**config.mk**
```make
export PLATFORM = sky130hd
export DESIGN_NAME = clk_fail_monitor_flat
export DESIGN_NICKNAME = d
export VERILOG_FILES = /design/src/rtl/clk_fail_monitor_if.sv /design/src/rtl/clk_fail_monitor.sv /design/src/flat_wrapper.sv
export SDC_FILE = /design/constraint.sdc
export NUM_CORES = 1
export LEC_CHECK = 0
export CORE_ASPECT_RATIO = 1.75
export CORE_MARGIN = 4
export CORE_UTILIZATION = 53
export DETAILED_ROUTE_END_ITERATION = 10
export PLACE_DENSITY_LB_ADDON = 0.3
export SYNTH_ARGS = -nofsm -noshare
export SYNTH_HDL_FRONTEND = slang
export SYNTH_SLANG_ARGS = --single-unit
```
**constraint.sdc**
```tcl
create_clock -name clk_i -period 7.05 [get_ports clk_i]
set_clock_uncertainty 0.05 [all_clocks]
set_input_delay 0.705 -clock clk_i [delete_from_list [all_inputs] [get_ports clk_i]]
set_output_delay 0.705 -clock clk_i [all_outputs]
set_load 0.01 [all_outputs]
```
**src/rtl/clk_fail_monitor_if.sv**
```systemverilog
// ---------------------------------------------------------------------------
// clk_fail_monitor_if
//   Control/status bundle between software-facing logic and the clock
//   failover monitor.
//
//   auto_en_i    : enables automatic failover to clock 1
//   force_en_i   : force mode, takes priority over auto mode
//   force_sel_i  : forced selection, 0 = clock 0, 1 = clock 1
//   sel_o        : registered mux select, 1 = clock 1
//   clk0_ok_o    : clock 0 judged healthy
//   clk1_ok_o    : clock 1 judged healthy
//   switch_evt_o : one-cycle pulse in the cycle sel_o changes
//   state_o      : FSM state, 0 USE0, 1 USE1, 2 HOLD
//
//   master drives the requests and observes status; slave is the monitor.
// ---------------------------------------------------------------------------
interface clk_fail_monitor_if;
  logic       auto_en_i;
  logic       force_en_i;
  logic       force_sel_i;
  logic       sel_o;
  logic       clk0_ok_o;
  logic       clk1_ok_o;
  logic       switch_evt_o;
  logic [1:0] state_o;

  modport master (
    output auto_en_i, force_en_i, force_sel_i,
    input  sel_o, clk0_ok_o, clk1_ok_o, switch_evt_o, state_o
  );

  modport slave (
    input  auto_en_i, force_en_i, force_sel_i,
    output sel_o, clk0_ok_o, clk1_ok_o, switch_evt_o, state_o
  );
endinterface

```
**src/rtl/clk_fail_monitor.sv**
```systemverilog
// ---------------------------------------------------------------------------
// clk_fail_monitor
//   Watchdog and failover controller running on a free-running reference
//   clock. It measures activity of two candidate clocks via divide-by-2
//   toggle signals from their domains, qualifies each clock as ok/failed
//   over fixed measurement windows, and produces the registered clock-select
//   bit for the downstream glitch-free mux. Every switch is followed by a
//   holdoff period during which the selection is frozen.
//
//   clk_i        : free-running reference clock
//   arst_i       : asynchronous reset, active-high (sync release upstream)
//   mon0_tgl_i   : toggle from the clock-0 domain, asynchronous to clk_i
//   mon1_tgl_i   : toggle from the clock-1 domain, asynchronous to clk_i
//   ctrl         : control/status bundle (slave side), see
//                  clk_fail_monitor_if
// ---------------------------------------------------------------------------
module clk_fail_monitor #(
  parameter int WIN_CYCLES   = 1024,
  parameter int MIN_EDGES    = 16,
  parameter int LOCK_WINDOWS = 4,
  parameter int HOLDOFF      = 256,
  parameter int CNT_W        = 16
) (
  input  logic                clk_i,
  input  logic                arst_i,
  input  logic                mon0_tgl_i,
  input  logic                mon1_tgl_i,
  clk_fail_monitor_if.slave   ctrl
);

  typedef enum logic [1:0] {
    USE0 = 2'd0,
    USE1 = 2'd1,
    HOLD = 2'd2
  } state_t;

  localparam int STRK_W = $clog2(LOCK_WINDOWS + 1);

  localparam logic [CNT_W-1:0]  WIN_LAST  = CNT_W'(WIN_CYCLES - 1);
  localparam logic [CNT_W-1:0]  CNT_MAX   = {CNT_W{1'b1}};
  localparam logic [CNT_W-1:0]  MIN_CNT   = CNT_W'(MIN_EDGES);
  localparam logic [CNT_W-1:0]  HOLD_LOAD = CNT_W'(HOLDOFF);
  localparam logic [CNT_W-1:0]  CNT_ONE   = CNT_W'(1);
  localparam logic [STRK_W-1:0] LOCK_CNT  = STRK_W'(LOCK_WINDOWS);
  localparam logic [STRK_W-1:0] STRK_ONE  = STRK_W'(1);

  logic [1:0]       tgl_raw;
  logic [1:0]       sync1_q;
  logic [1:0]       sync2_q;
  logic [1:0]       sync3_q;
  logic [1:0]       edge_seen;
  logic [1:0]       clk_ok;

  logic [CNT_W-1:0] win_cnt_q;
  logic             win_end;

  state_t           state_q;
  state_t           state_d;
  logic             sel_q;
  logic             sel_d;
  logic             evt_q;
  logic             evt_d;
  logic [CNT_W-1:0] holdoff_q;
  logic [CNT_W-1:0] holdoff_d;
  logic             want_switch;

  assign tgl_raw   = {mon1_tgl_i, mon0_tgl_i};
  assign edge_seen = sync2_q ^ sync3_q;
  assign win_end   = (win_cnt_q == WIN_LAST);

  // Two-flop synchroniser per toggle plus a delay flop; comparing the last
  // two stages detects both rising and falling transitions of the toggle.
  always_ff @(posedge clk_i or posedge arst_i) begin
    if (arst_i) begin
      sync1_q <= '0;
      sync2_q <= '0;
      sync3_q <= '0;
    end else begin
      sync1_q <= tgl_raw;
      sync2_q <= sync1_q;
      sync3_q <= sync2_q;
    end
  end

  // Free-running window counter shared by both clocks; the terminal count
  // cycle marks the window boundary.
  always_ff @(posedge clk_i or posedge arst_i) begin
    if (arst_i) begin
      win_cnt_q <= '0;
    end else if (win_end) begin
      win_cnt_q <= '0;
    end else begin
      win_cnt_q <= win_cnt_q + CNT_ONE;
    end
  end

  for (genvar g = 0; g < 2; g++) begin : gen_mon
    logic [CNT_W-1:0]  edge_cnt_q;
    logic [CNT_W-1:0]  edge_cnt_inc;
    logic [STRK_W-1:0] streak_q;
    logic              ok_q;
    logic              win_good;

    // The judged count includes an edge landing in the boundary cycle itself,
    // so it is taken from the would-be incremented value.
    assign edge_cnt_inc = (edge_seen[g] && (edge_cnt_q != CNT_MAX)) ?
                          (edge_cnt_q + CNT_ONE) : edge_cnt_q;
    assign win_good     = (edge_cnt_inc >= MIN_CNT);
    assign clk_ok[g]    = ok_q;

    // Edge counting and health qualification: a bad window drops ok and
    // restarts the streak; ok rises once LOCK_WINDOWS good windows in a row
    // have been seen. The counter reloads to zero at every boundary.
    always_ff @(posedge clk_i or posedge arst_i) begin
      if (arst_i) begin
        edge_cnt_q <= '0;
        streak_q   <= '0;
        ok_q       <= 1'b0;
      end else if (win_end) begin
        edge_cnt_q <= '0;
        if (win_good) begin
          if (streak_q != LOCK_CNT) begin
            streak_q <= streak_q + STRK_ONE;
          end
          if (streak_q >= (LOCK_CNT - STRK_ONE)) begin
            ok_q <= 1'b1;
          end
        end else begin
          streak_q <= '0;
          ok_q     <= 1'b0;
        end
      end else begin
        edge_cnt_q <= edge_cnt_inc;
      end
    end
  end

  // Failover FSM state register; sel, pulse and holdoff all update together
  // so a switch is one atomic registered event.
  always_ff @(posedge clk_i or posedge arst_i) begin
    if (arst_i) begin
      state_q   <= USE0;
      sel_q     <= 1'b0;
      evt_q     <= 1'b0;
      holdoff_q <= '0;
    end else begin
      state_q   <= state_d;
      sel_q     <= sel_d;
      evt_q     <= evt_d;
      holdoff_q <= holdoff_d;
    end
  end

  // Next-state logic. Force beats auto; auto only moves away from a failed
  // clock toward a healthy one, so there is no automatic revert to clock 0
  // while clock 1 stays ok. HOLD ignores every request until the holdoff
  // expires, after which a still-pending request is acted on immediately.
  always_comb begin
    state_d     = state_q;
    sel_d       = sel_q;
    evt_d       = 1'b0;
    holdoff_d   = holdoff_q;
    want_switch = 1'b0;

    case (state_q)
      USE0: begin
        if (ctrl.force_en_i) begin
          want_switch = ctrl.force_sel_i;
        end else if (ctrl.auto_en_i && !clk_ok[0] && clk_ok[1]) begin
          want_switch = 1'b1;
        end
      end
      USE1: begin
        if (ctrl.force_en_i) begin
          want_switch = !ctrl.force_sel_i;
        end else if (ctrl.auto_en_i && !clk_ok[1] && clk_ok[0]) begin
          want_switch = 1'b1;
        end
      end
      HOLD: begin
        holdoff_d = holdoff_q - CNT_ONE;
        if (holdoff_q <= CNT_ONE) begin
          state_d = sel_q ? USE1 : USE0;
        end
      end
      default: begin
        state_d = USE0;
      end
    endcase

    if (want_switch) begin
      sel_d     = !sel_q;
      evt_d     = 1'b1;
      holdoff_d = HOLD_LOAD;
      state_d   = HOLD;
    end
  end

  assign ctrl.sel_o        = sel_q;
  assign ctrl.clk0_ok_o    = clk_ok[0];
  assign ctrl.clk1_ok_o    = clk_ok[1];
  assign ctrl.switch_evt_o = evt_q;
  assign ctrl.state_o      = state_q;

endmodule

```
**src/flat_wrapper.sv**
```systemverilog
// flat-port wrapper written by rule: the top's interface ports become plain ports
module clk_fail_monitor_flat 
#(
  parameter int WIN_CYCLES   = 1024,
  parameter int MIN_EDGES    = 16,
  parameter int LOCK_WINDOWS = 4,
  parameter int HOLDOFF      = 256,
  parameter int CNT_W        = 16
)
  (clk_i, arst_i, mon0_tgl_i, mon1_tgl_i, ctrl_auto_en_i, ctrl_force_en_i, ctrl_force_sel_i, ctrl_sel_o, ctrl_clk0_ok_o, ctrl_clk1_ok_o, ctrl_switch_evt_o, ctrl_state_o);
  clk_fail_monitor_if ctrl_i ();
  input  logic clk_i;
  input  logic arst_i;
  input  logic mon0_tgl_i;
  input  logic mon1_tgl_i;
  input wire logic [$bits(ctrl_i.auto_en_i)-1:0] ctrl_auto_en_i;
  input wire logic [$bits(ctrl_i.force_en_i)-1:0] ctrl_force_en_i;
  input wire logic [$bits(ctrl_i.force_sel_i)-1:0] ctrl_force_sel_i;
  output wire logic [$bits(ctrl_i.sel_o)-1:0] ctrl_sel_o;
  output wire logic [$bits(ctrl_i.clk0_ok_o)-1:0] ctrl_clk0_ok_o;
  output wire logic [$bits(ctrl_i.clk1_ok_o)-1:0] ctrl_clk1_ok_o;
  output wire logic [$bits(ctrl_i.switch_evt_o)-1:0] ctrl_switch_evt_o;
  output wire logic [$bits(ctrl_i.state_o)-1:0] ctrl_state_o;
  assign ctrl_i.auto_en_i = ctrl_auto_en_i;
  assign ctrl_i.force_en_i = ctrl_force_en_i;
  assign ctrl_i.force_sel_i = ctrl_force_sel_i;
  assign ctrl_sel_o = ctrl_i.sel_o;
  assign ctrl_clk0_ok_o = ctrl_i.clk0_ok_o;
  assign ctrl_clk1_ok_o = ctrl_i.clk1_ok_o;
  assign ctrl_switch_evt_o = ctrl_i.switch_evt_o;
  assign ctrl_state_o = ctrl_i.state_o;
  clk_fail_monitor #(.WIN_CYCLES(WIN_CYCLES), .MIN_EDGES(MIN_EDGES), .LOCK_WINDOWS(LOCK_WINDOWS), .HOLDOFF(HOLDOFF), .CNT_W(CNT_W)) u_core (.clk_i(clk_i), .arst_i(arst_i), .mon0_tgl_i(mon0_tgl_i), .mon1_tgl_i(mon1_tgl_i), .ctrl(ctrl_i));
endmodule
```
Word-level counts from Yosys, hierarchy flattened
Index checks and enable logic that the tools add are counted.
{"block": "word_totals", "out_inout_bits": 6, "word_cells": 82, "regBits": 82, "in_bits": 7}
{"block": "op_classes", "n_reduce_logical": 18, "addsub": 6, "eq_ne": 13, "mux": 25, "n_bitwise": 1, "n_lt_le_gt_ge": 5}
{"operator": "$mux 16", "n": 7}
{"operator": "$add 16x1->16 const B", "n": 3}
{"operator": "$ge 16x5->1 const B", "n": 2}
{"operator": "$ne 16x16->1 const B", "n": 2}
{"operator": "$eq 16x10->1 const B", "n": 1}
{"operator": "$le 16x1->1 const B", "n": 1}
{"operator": "$sub 16x1->16 const B", "n": 1}
{"operator": "$mux 3", "n": 4}
{"operator": "$mux 1", "n": 10}
{"operator": "$reduce_and 2->1", "n": 5}
{"operator": "$ne 2x2->1 const B", "n": 4}
{"operator": "$add 3x1->3 const B", "n": 2}
{"operator": "$ge 3x2->1 const B", "n": 2}
{"operator": "$logic_and 1x1->1", "n": 6}
{"operator": "$ne 3x3->1 const B", "n": 2}
{"operator": "$logic_not 1->1", "n": 4}
{"operator": "$mux 2", "n": 2}
{"operator": "$pmux 2 s2", "n": 1}
{"operator": "$ne 3x1->1 const B", "n": 1}
{"operator": "$eq 2x1->1 const B", "n": 1}
{"operator": "$eq 2x2->1 const B", "n": 1}
{"operator": "$logic_not 2->1", "n": 1}
{"operator": "$ne 2x1->1 const B", "n": 1}
{"operator": "$pmux 1 s2", "n": 1}
{"operator": "3 further kinds", "n": 3}

Longest topological paths before layout
Gate-level depths: netlist (run 1).
{"block": "depth", "depth_word": 8, "ltp_mapped": 9, "mapped_depth_nobuf": 7}

Least setup slack after synthesis (run 1)
No wires, ideal clock.
{"block": "synth_path", "path_kind": "input -> register", "from": "input ctrl_auto_en_i", "to": "register u_core.holdoff_q[10]", "required_time_ps": 6868, "arrival_time_ps": 1873, "setup_ps": 132, "setup_slack_ps": 4996, "path_stages": 6, "n_path_buf": 1, "path_cell_list": "nor4bb_1 -> a21oi_1 -> a21o_1 -> nor2_1 -> clkbuf_1 -> nor2_1"}
{"block": "synth_via", "elab_chain_cells": 6, "word_cells_on_any_way": 11, "classes_between": "mux: 6; reduce/logical: 5"}
{"item": "from (decl)", "line_no": "flat_wrapper.sv:16", "rtl": "input wire logic [$bits(ctrl_i.auto_en_i)-1:0] ctrl_auto_en_i;"}
{"item": "$logic_and 1x1->1, on equally long branches (2 in series)", "line_no": "clk_fail_monitor.sv:176, clk_fail_monitor.sv:169"}
{"item": "$mux 1, on equally long branches", "line_no": "clk_fail_monitor.sv:176, clk_fail_monitor.sv:169"}
{"item": "$mux 1, on equally long branches", "line_no": "clk_fail_monitor.sv:174, clk_fail_monitor.sv:167"}
{"item": "$pmux 1 s2 (*)", "line_no": "clk_fail_monitor.sv:165", "rtl": "case (state_q)"}
{"item": "$mux 16 / $reduce_bool 2->1 (equally long branches)"}
{"item": "to (signal assigned)", "line_no": "clk_fail_monitor.sv:150", "rtl": "holdoff_q <= holdoff_d;"}
{"item": "to (decl)", "line_no": "clk_fail_monitor.sv:63", "rtl": "logic [CNT_W-1:0] holdoff_q;"}
Every way passes the cells marked *; elsewhere a longest branch is shown, timed or not.
A chain may end at the register's enable or synchronous reset.

Worst setup path in the final report (run 1)
{"block": "layout_path", "from": "register u_core.win_cnt_q[11]", "to": "register u_core.gen_mon[1].ok_q, in the netlist u_core.ctrl.clk1_ok_o"}
{"block": "layout_via", "elab_chain_cells": 2}
{"item": "from (decl)", "line_no": "clk_fail_monitor.sv:54", "rtl": "logic [CNT_W-1:0] win_cnt_q;"}
{"item": "from (signal assigned)", "line_no": "clk_fail_monitor.sv:93", "rtl": "win_cnt_q <= win_cnt_q + CNT_ONE;"}
{"item": "$eq 16x10->1", "line_no": "clk_fail_monitor.sv:69", "rtl": "assign win_end = (win_cnt_q == WIN_LAST);"}
{"item": "$reduce_and 2->1 (no line)"}
{"item": "to (signal assigned)", "line_no": "clk_fail_monitor.sv:118", "rtl": "ok_q <= 1'b0;"}
{"item": "to (signal assigned)", "line_no": "clk_fail_monitor.sv:126", "rtl": "ok_q <= 1'b1;"}
{"item": "to (signal assigned)", "line_no": "clk_fail_monitor.sv:130", "rtl": "ok_q <= 1'b0;"}
{"item": "to (decl)", "line_no": "clk_fail_monitor.sv:101", "rtl": "logic ok_q;"}
Every way passes these cells.

==> metrics.md, run 1 <==
| Metric | Value |
|---|---|
| Commonest non-fill, non-tap cell in the layout | dfrtp_1 |
| Worst-path clk slew | 0.06 ns |
| Endpoints failing hold | 0 |
| Sequential share of the synthesized area | 45.7% |
| Worst Hold Launch | u_core.sync1_q[1]$_DFF_PP0_ |
| Worst Path Class, Setup | reg -> reg |
| Standard-cell rows | 44 |
| R2r endpoint | u_core.ctrl.clk1_ok_o$_DFFE_PP0P_ |
| Number of synthesized flops with an enable pin | 0 |
| Max-Cap Viols | 0 |
| Slew HR | 32.9% |
| Crit path capture type | register |
| R2r setup slk | 4.25 ns |
| Routed WL | 8820 um |
| Final period utilization | 39.7% |
| Mapped Area | 0.00449 mm^2 |
| N_diodes | 0 |
| Gpl congestion | 0.905 |
| Asr flop ratio synth | 100% |
| Io pins | 13 |
| Nets@finish | 496 |
| Worst path arrival time | 2.95 ns |
| Tightest Pin Transition | 1.01 ns |
| PortBufs | 12 |
| Initial Utilization | 54.3% |
| Root Buffer | clkbuf_16 |
| Die ar. | 0.0101 mm^2 |
| Post-CTS Hold Buffers | 0 |
| TritonCTS clock tree | built |
| Most frequent cells in the layout | 82 x dfrtp_1, 69 x nor2_1, 35 x nand2_1, 35 x xnor2_1, 24 x nand3_1 |
| Routed WL per cell | 15.4 um |
| CTS Buffer Depth | 2 |
| H-tree Lvls | 3 |
| Power Dens Cells | 295 mW/mm^2 |
| Inserted Clock Buffers | 9 |
| Setup TNS | 0 ns |
| Reg-to-Reg Start | u_core.win_cnt_q[11]$_DFF_PP0_ |
| WHS Path Cells | 0 |
| Layout cells sized above 1 | 6.64% |
| Worst vdd ir | 0.184 mV |
| #FFs+latches synth | 82 |
| Clock sink total | 82 |
| Worst path required time | 7.20 ns |
| RSZ-0062 raised after global routing | false |
| Final WS setup | 4.25 ns |
| Synth Instances | 474 |
| Critical path launch point type | register |
| Final setup viols | 0 |
| First-pass GRT wire length | 15600 um |
| Final worst path period need | 2.80 ns |
| Vias | 3378 |
| Total gr overflow | 0 |
| Mean post-synth cell area | 9.47 um^2 |
| Maximum number of pins on one net before global-route repair | 83 |
| Hpwl dp | 6180 um |
| Antenna Nets Post-Route | 0 |
| Die H | 130 um |
| Status | finished clean |
| Post-cts sizing count | 0 |
| Hold endpoint | u_core.sync2_q[1]$_DFF_PP0_ |
| Synthesis warning total | 0 |
| Worst-skew pair later-pin latency | 0.33 ns |
| Core box area | 0.00826 mm^2 |
| Postcts setup bufs | 0 |
| Initial antenna violation count | 0 |
| Die Width | 77.6 um |
| Post-place setup slack | 4.17 ns |
| Area Growth Syn to Fin | 9.54% |
| Vias in the first global route | 3484 |
| Worst Hold Class | reg -> reg |
| Cell depth of the worst flop-to-flop path | 7 |
| Peak Freq | 357 MHz |
| DR iter-0 viols | 210 |
| Gr usage total | 19.1% |
| Max-slew violation count | 0 |
| Post-synth cell types | 51 |
| Net count after synthesis | 492 |
| CP max FO | 28 |
| Most used DFF post-synth | dfrtp_1 |
| Pleak | 0.00208 uW |
| Via density | 5.89 |
| TritonRoute pass-1 iters | 5 |
| DRC violations left | 0 |
cell usage after synthesis, types with 7 or more instances:
| master | number | share of area, % |
|---|---|---|
| dfrtp_1 | 82 | 46 |
| nor2_1 | 69 | 5.8 |
| nand2_1 | 35 | 2.9 |
| xnor2_1 | 35 | 6.8 |
| nand3_1 | 24 | 2.7 |
| nor3_1 | 21 | 2.3 |
| a21oi_1 | 20 | 2.2 |
| xor2_1 | 19 | 3.7 |
| inv_1 | 16 | 1.3 |
| nand4_1 | 16 | 2.2 |
| o21ai_0 | 13 | 1.5 |
| ha_1 | 11 | 3.1 |
| and4_1 | 9 | 1.8 |
| clkbuf_1 | 9 | 0.75 |
| buf_2 | 8 | 0.89 |
| a31oi_1 | 7 | 0.98 |
| and3_1 | 7 | 0.98 |
worst max-delay path by stage:
stage	startpoint	end
after floorplan	arst_i	u_core.ctrl.clk0_ok_o$_DFFE_PP0P_
after global placement	ctrl_auto_en_i	u_core.ctrl.state_o[1]$_DFFE_PP0P_
after detailed placement	ctrl_auto_en_i	u_core.ctrl.state_o[1]$_DFFE_PP0P_
after CTS	u_core.win_cnt_q[11]$_DFF_PP0_	u_core.ctrl.clk1_ok_o$_DFFE_PP0P_
after global routing	u_core.win_cnt_q[11]$_DFF_PP0_	u_core.gen_mon[1].streak_q[2]$_DFFE_PP0P_
final	u_core.win_cnt_q[11]$_DFF_PP0_	u_core.ctrl.clk1_ok_o$_DFFE_PP0P_
logic make-up after synthesis:
family | Yosys count | synth area share, %
simple gates | 222 | 26.5
compound gates | 64 | 9.43
xor+xnor | 54 | 10.5
buf+inv | 37 | 3.82
flops | 82 | 45.7
fa+ha+maj | 11 | 3.07
mux | 4 | 0.892
per-layer routing:
| layer | GRT usage [%] | up-vias | share of wire, % |
|---|---|---|---|
| met5 | 0 | - | 0 |
| met1 | 21.4 | 1642 | 41 |
| li1 | - | 1670 | - |
| met2 | 34.5 | 49 | 54 |
| met4 | 9.96 | 0 | 2.5 |
| met3 | 3.38 | 17 | 2.3 |
state kept, by name (all words and copies together) (netlist names), 2 cells and up:
| register | count |
|---|---|
| u_core.gen_mon.streak_q | 6 |
| u_core.sync3_q | 2 |
| u_core.sync1_q | 2 |
| u_core.gen_mon.edge_cnt_q | 32 |
| u_core.ctrl.state_o | 2 |
| u_core.sync2_q | 2 |
| u_core.win_cnt_q | 16 |
| u_core.holdoff_q | 16 |
cell type report:
class                           instances  area [um^2]
Clock inverter                          5         56.3
Tap cell                               92          115
Inverter                               16         61.3
Clock buffer                           10          229
Multi-Input combinational cell        355         2270
Sequential cell                        82         2050
Timing Repair Buffer                   14          135
Fill cell                             719         3340
stage by stage:
step                      cells  hold WS (ns)  power (uW)  utilization (%)  cell area, um^2
final                       574         0.296        1450             59.5             4910
after detailed placement    559         0.285        1010             56.1             4630
after floorplan             474         0.281         915                -             4490
after CTS                   574         0.298        1470             59.5             4910
after global routing        574         0.303        1540             59.5             4910
after global placement      559         0.285         991             56.1             4630
power breakdown:
group          internal [uW]  leakage, uW  switching [uW]  total (uW)
Clock                    272     0.000138             179         451
Sequential               554      0.00108             105         659
Combinational            156     0.000865             185         342
Total                    981      0.00208             470        1450
worst max-delay path: stages, from the launching register on:
cell      delay (ns)
dfrtp_1         0.44
nor4_1          0.41
nor3b_1         0.32
nor2b_2         0.52
buf_4           0.40
o211ai_1        0.19
nor4_4          0.25
nor2_1          0.09
Power figures use the tool's default switching activity.
==> inputs of run 2 (changes only) <==
==> constraint.sdc (replaced) <==
create_clock -name clk_i -period 2.6 [get_ports clk_i]
set_clock_uncertainty 0.05 [all_clocks]
set_input_delay 0.26 -clock clk_i [delete_from_list [all_inputs] [get_ports clk_i]]
set_output_delay 0.26 -clock clk_i [all_outputs]
set_load 0.01 [all_outputs]
==> metrics.md, run 2 (synthesized netlist as in run 1, its figures left out) <==
| Metric | Value |
|---|---|
| Status | finished clean |
| Post-place setup slack | 0.329 ns |
| Largest regs | u_core.gen_mon.edge_cnt_q: 32 flops, u_core.holdoff_q: 16 flops, u_core.win_cnt_q: 16 flops |
| Worst vdd ir | 0.426 mV |
| Slowest cell on crit path | a2111oi_4 |
| Worst path arrival time | 2.46 ns |
| Vias in the first global route | 3533 |
| TritonRoute pass-1 iters | 4 |
| Power Dens Cells | 804 mW/mm^2 |
| PortBufs | 12 |
| Post-cts sizing count | 0 |
| Most frequent cells in the layout | 82 x dfrtp_1, 69 x nor2_1, 35 x nand2_1, 35 x xnor2_1, 24 x nand3_1 |
| DRC violations left | 0 |
| Maximum number of pins on one net before global-route repair | 83 |
| Inserted Clock Buffers | 9 |
| Total power | 3990 uW |
| Standard-cell rows | 44 |
| Crit path capture type | register |
| Final worst path period need | 2.30 ns |
| Postcts setup bufs | 0 |
| Top cell family by delay on the critical path | simple AND/OR/NAND/NOR gates |
| Initial Utilization | 54.3% |
| Slew HR | 52.9% |
| Setup TNS | 0 ns |
| Final WS setup | 0.301 ns |
| Worst path required time | 2.76 ns |
| Number of flip-flops in the largest register | 32 |
| Critical path launch point type | register |
| Routed WL | 8780 um |
| H-tree Lvls | 3 |
| Final Core Density | 60.1% |
| Die ar. | 0.0101 mm^2 |
| Die H | 130 um |
| Die Width | 77.6 um |
| Gpl congestion | 0.885 |
| Area Growth Syn to Fin | 10.7% |
| Final period utilization | 88.4% |
| Endpoints failing hold | 0 |
| Layout cells sized above 1 | 7.23% |
| Worst Hold Class | in -> async |
| TritonCTS clock tree | built |
| Core box area | 0.00826 mm^2 |
| Clock sink total | 82 |
| Max-Cap Viols | 0 |
| Reg with most FFs | u_core.gen_mon.edge_cnt_q |
| Antenna Nets Post-Route | 0 |
| Buf+Inv Stages, Crit Path | 0 |
| RSZ-0062 raised after global routing | false |
| Peak Freq | 435 MHz |
| Hpwl dp | 6040 um |
| Tightest Pin Transition | 0.702 ns |
| CTS Buffer Depth | 2 |
| Fillers | 688 |
| Worst-skew pair later-pin latency | 0.34 ns |
| N_diodes | 0 |
| Commonest non-fill, non-tap cell in the layout | dfrtp_1 |
| Largest stage delay on the critical path | 0.45 ns |
| CP Cell Sequence | ha_1 -> nand3_1 -> nor2_1 -> and2_1 -> nand3_1 -> a2111oi_4 -> nor2_1 |
| Io pins | 13 |
| Worst-path clk slew | 0.06 ns |
| Final hold slack | 0.278 ns |
| Pleak | 0.00210 uW |
| Root Buffer | clkbuf_16 |
| Post-CTS Hold Buffers | 0 |
| First-pass GRT wire length | 15700 um |
| DR iter-0 viols | 175 |
| Nets@finish | 497 |
| CP max FO | 7 |
| Total gr overflow | 0 |
| Final setup viols | 0 |
| Gr usage total | 19.4% |
| Worst Path Class, Setup | reg -> reg |
| Routed WL per cell | 15.2 um |
| Via density | 5.93 |
| Initial antenna violation count | 0 |
| Max-slew violation count | 0 |
| Vias | 3416 |
run 2: cell type report:
class / instances / area, um^2 / share of cell area, %
clock inverter: 7 / 77.6 / 1.56
sequential: 82 / 2050 / 41.3
clock buffer: 9 / 225 / 4.54
timing repair buffer: 15 / 168 / 3.38
multi-input combinational: 355 / 2270 / 45.6
inverter: 16 / 61.3 / 1.23
tap: 92 / 115 / 2.32
run 2: through the flow:
| stage | cells | area (um^2) |
|---|---|---|
| after floorplan | 474 | 4490 |
| after global placement | 560 | 4660 |
| after detailed placement | 560 | 4660 |
| after CTS | 576 | 4960 |
| after global routing | 576 | 4960 |
| final | 576 | 4960 |
run 2: where the power goes:
group | internal [uW] | switching [uW]
clock | 750 | 531
sequential | 1500 | 282
combinational | 430 | 501
total | 2680 | 1310
run 2: path summary, 6_finish.rpt:
path / slack [ns] / to / cells after the start / startpoint
hold reg to reg: 0.30 / u_core.sync2_q[1]$_DFF_PP0_ / 0 / u_core.sync1_q[1]$_DFF_PP0_
setup / recovery: 0.30 / u_core.gen_mon[0].streak_q[0]$_DFFE_PP0P_ / 7 / u_core.gen_mon[0].edge_cnt_q[0]$_DFF_PP0_
min in group clk_i: 0.30 / u_core.sync2_q[1]$_DFF_PP0_ / 0 / u_core.sync1_q[1]$_DFF_PP0_
hold / removal: 0.28 / u_core.ctrl.switch_evt_o$_DFF_PP0_ / 3 / arst_i
max in group asynchronous: 1.87 / u_core.holdoff_q[13]$_DFFE_PP0P_ / 3 / arst_i
setup reg to reg: 0.30 / u_core.gen_mon[0].streak_q[0]$_DFFE_PP0P_ / 7 / u_core.gen_mon[0].edge_cnt_q[0]$_DFF_PP0_
run 2: worst reg2reg max path, stage by stage (launching register included):
cell	delay [ns]
dfrtp_1	0.40
ha_1	0.18
nand3_1	0.15
nor2_1	0.39
and2_1	0.30
nand3_1	0.15
a2111oi_4	0.45
nor2_1	0.11
run 2: routing by layer:
metal,vias to the layer above,track usage [%],share of wire (%)
li1,1678,-,-
met1,1670,22.8,43
met2,50,34.1,52
met3,18,3.45,2.3
met4,0,9.33,2.3
met5,-,0,0
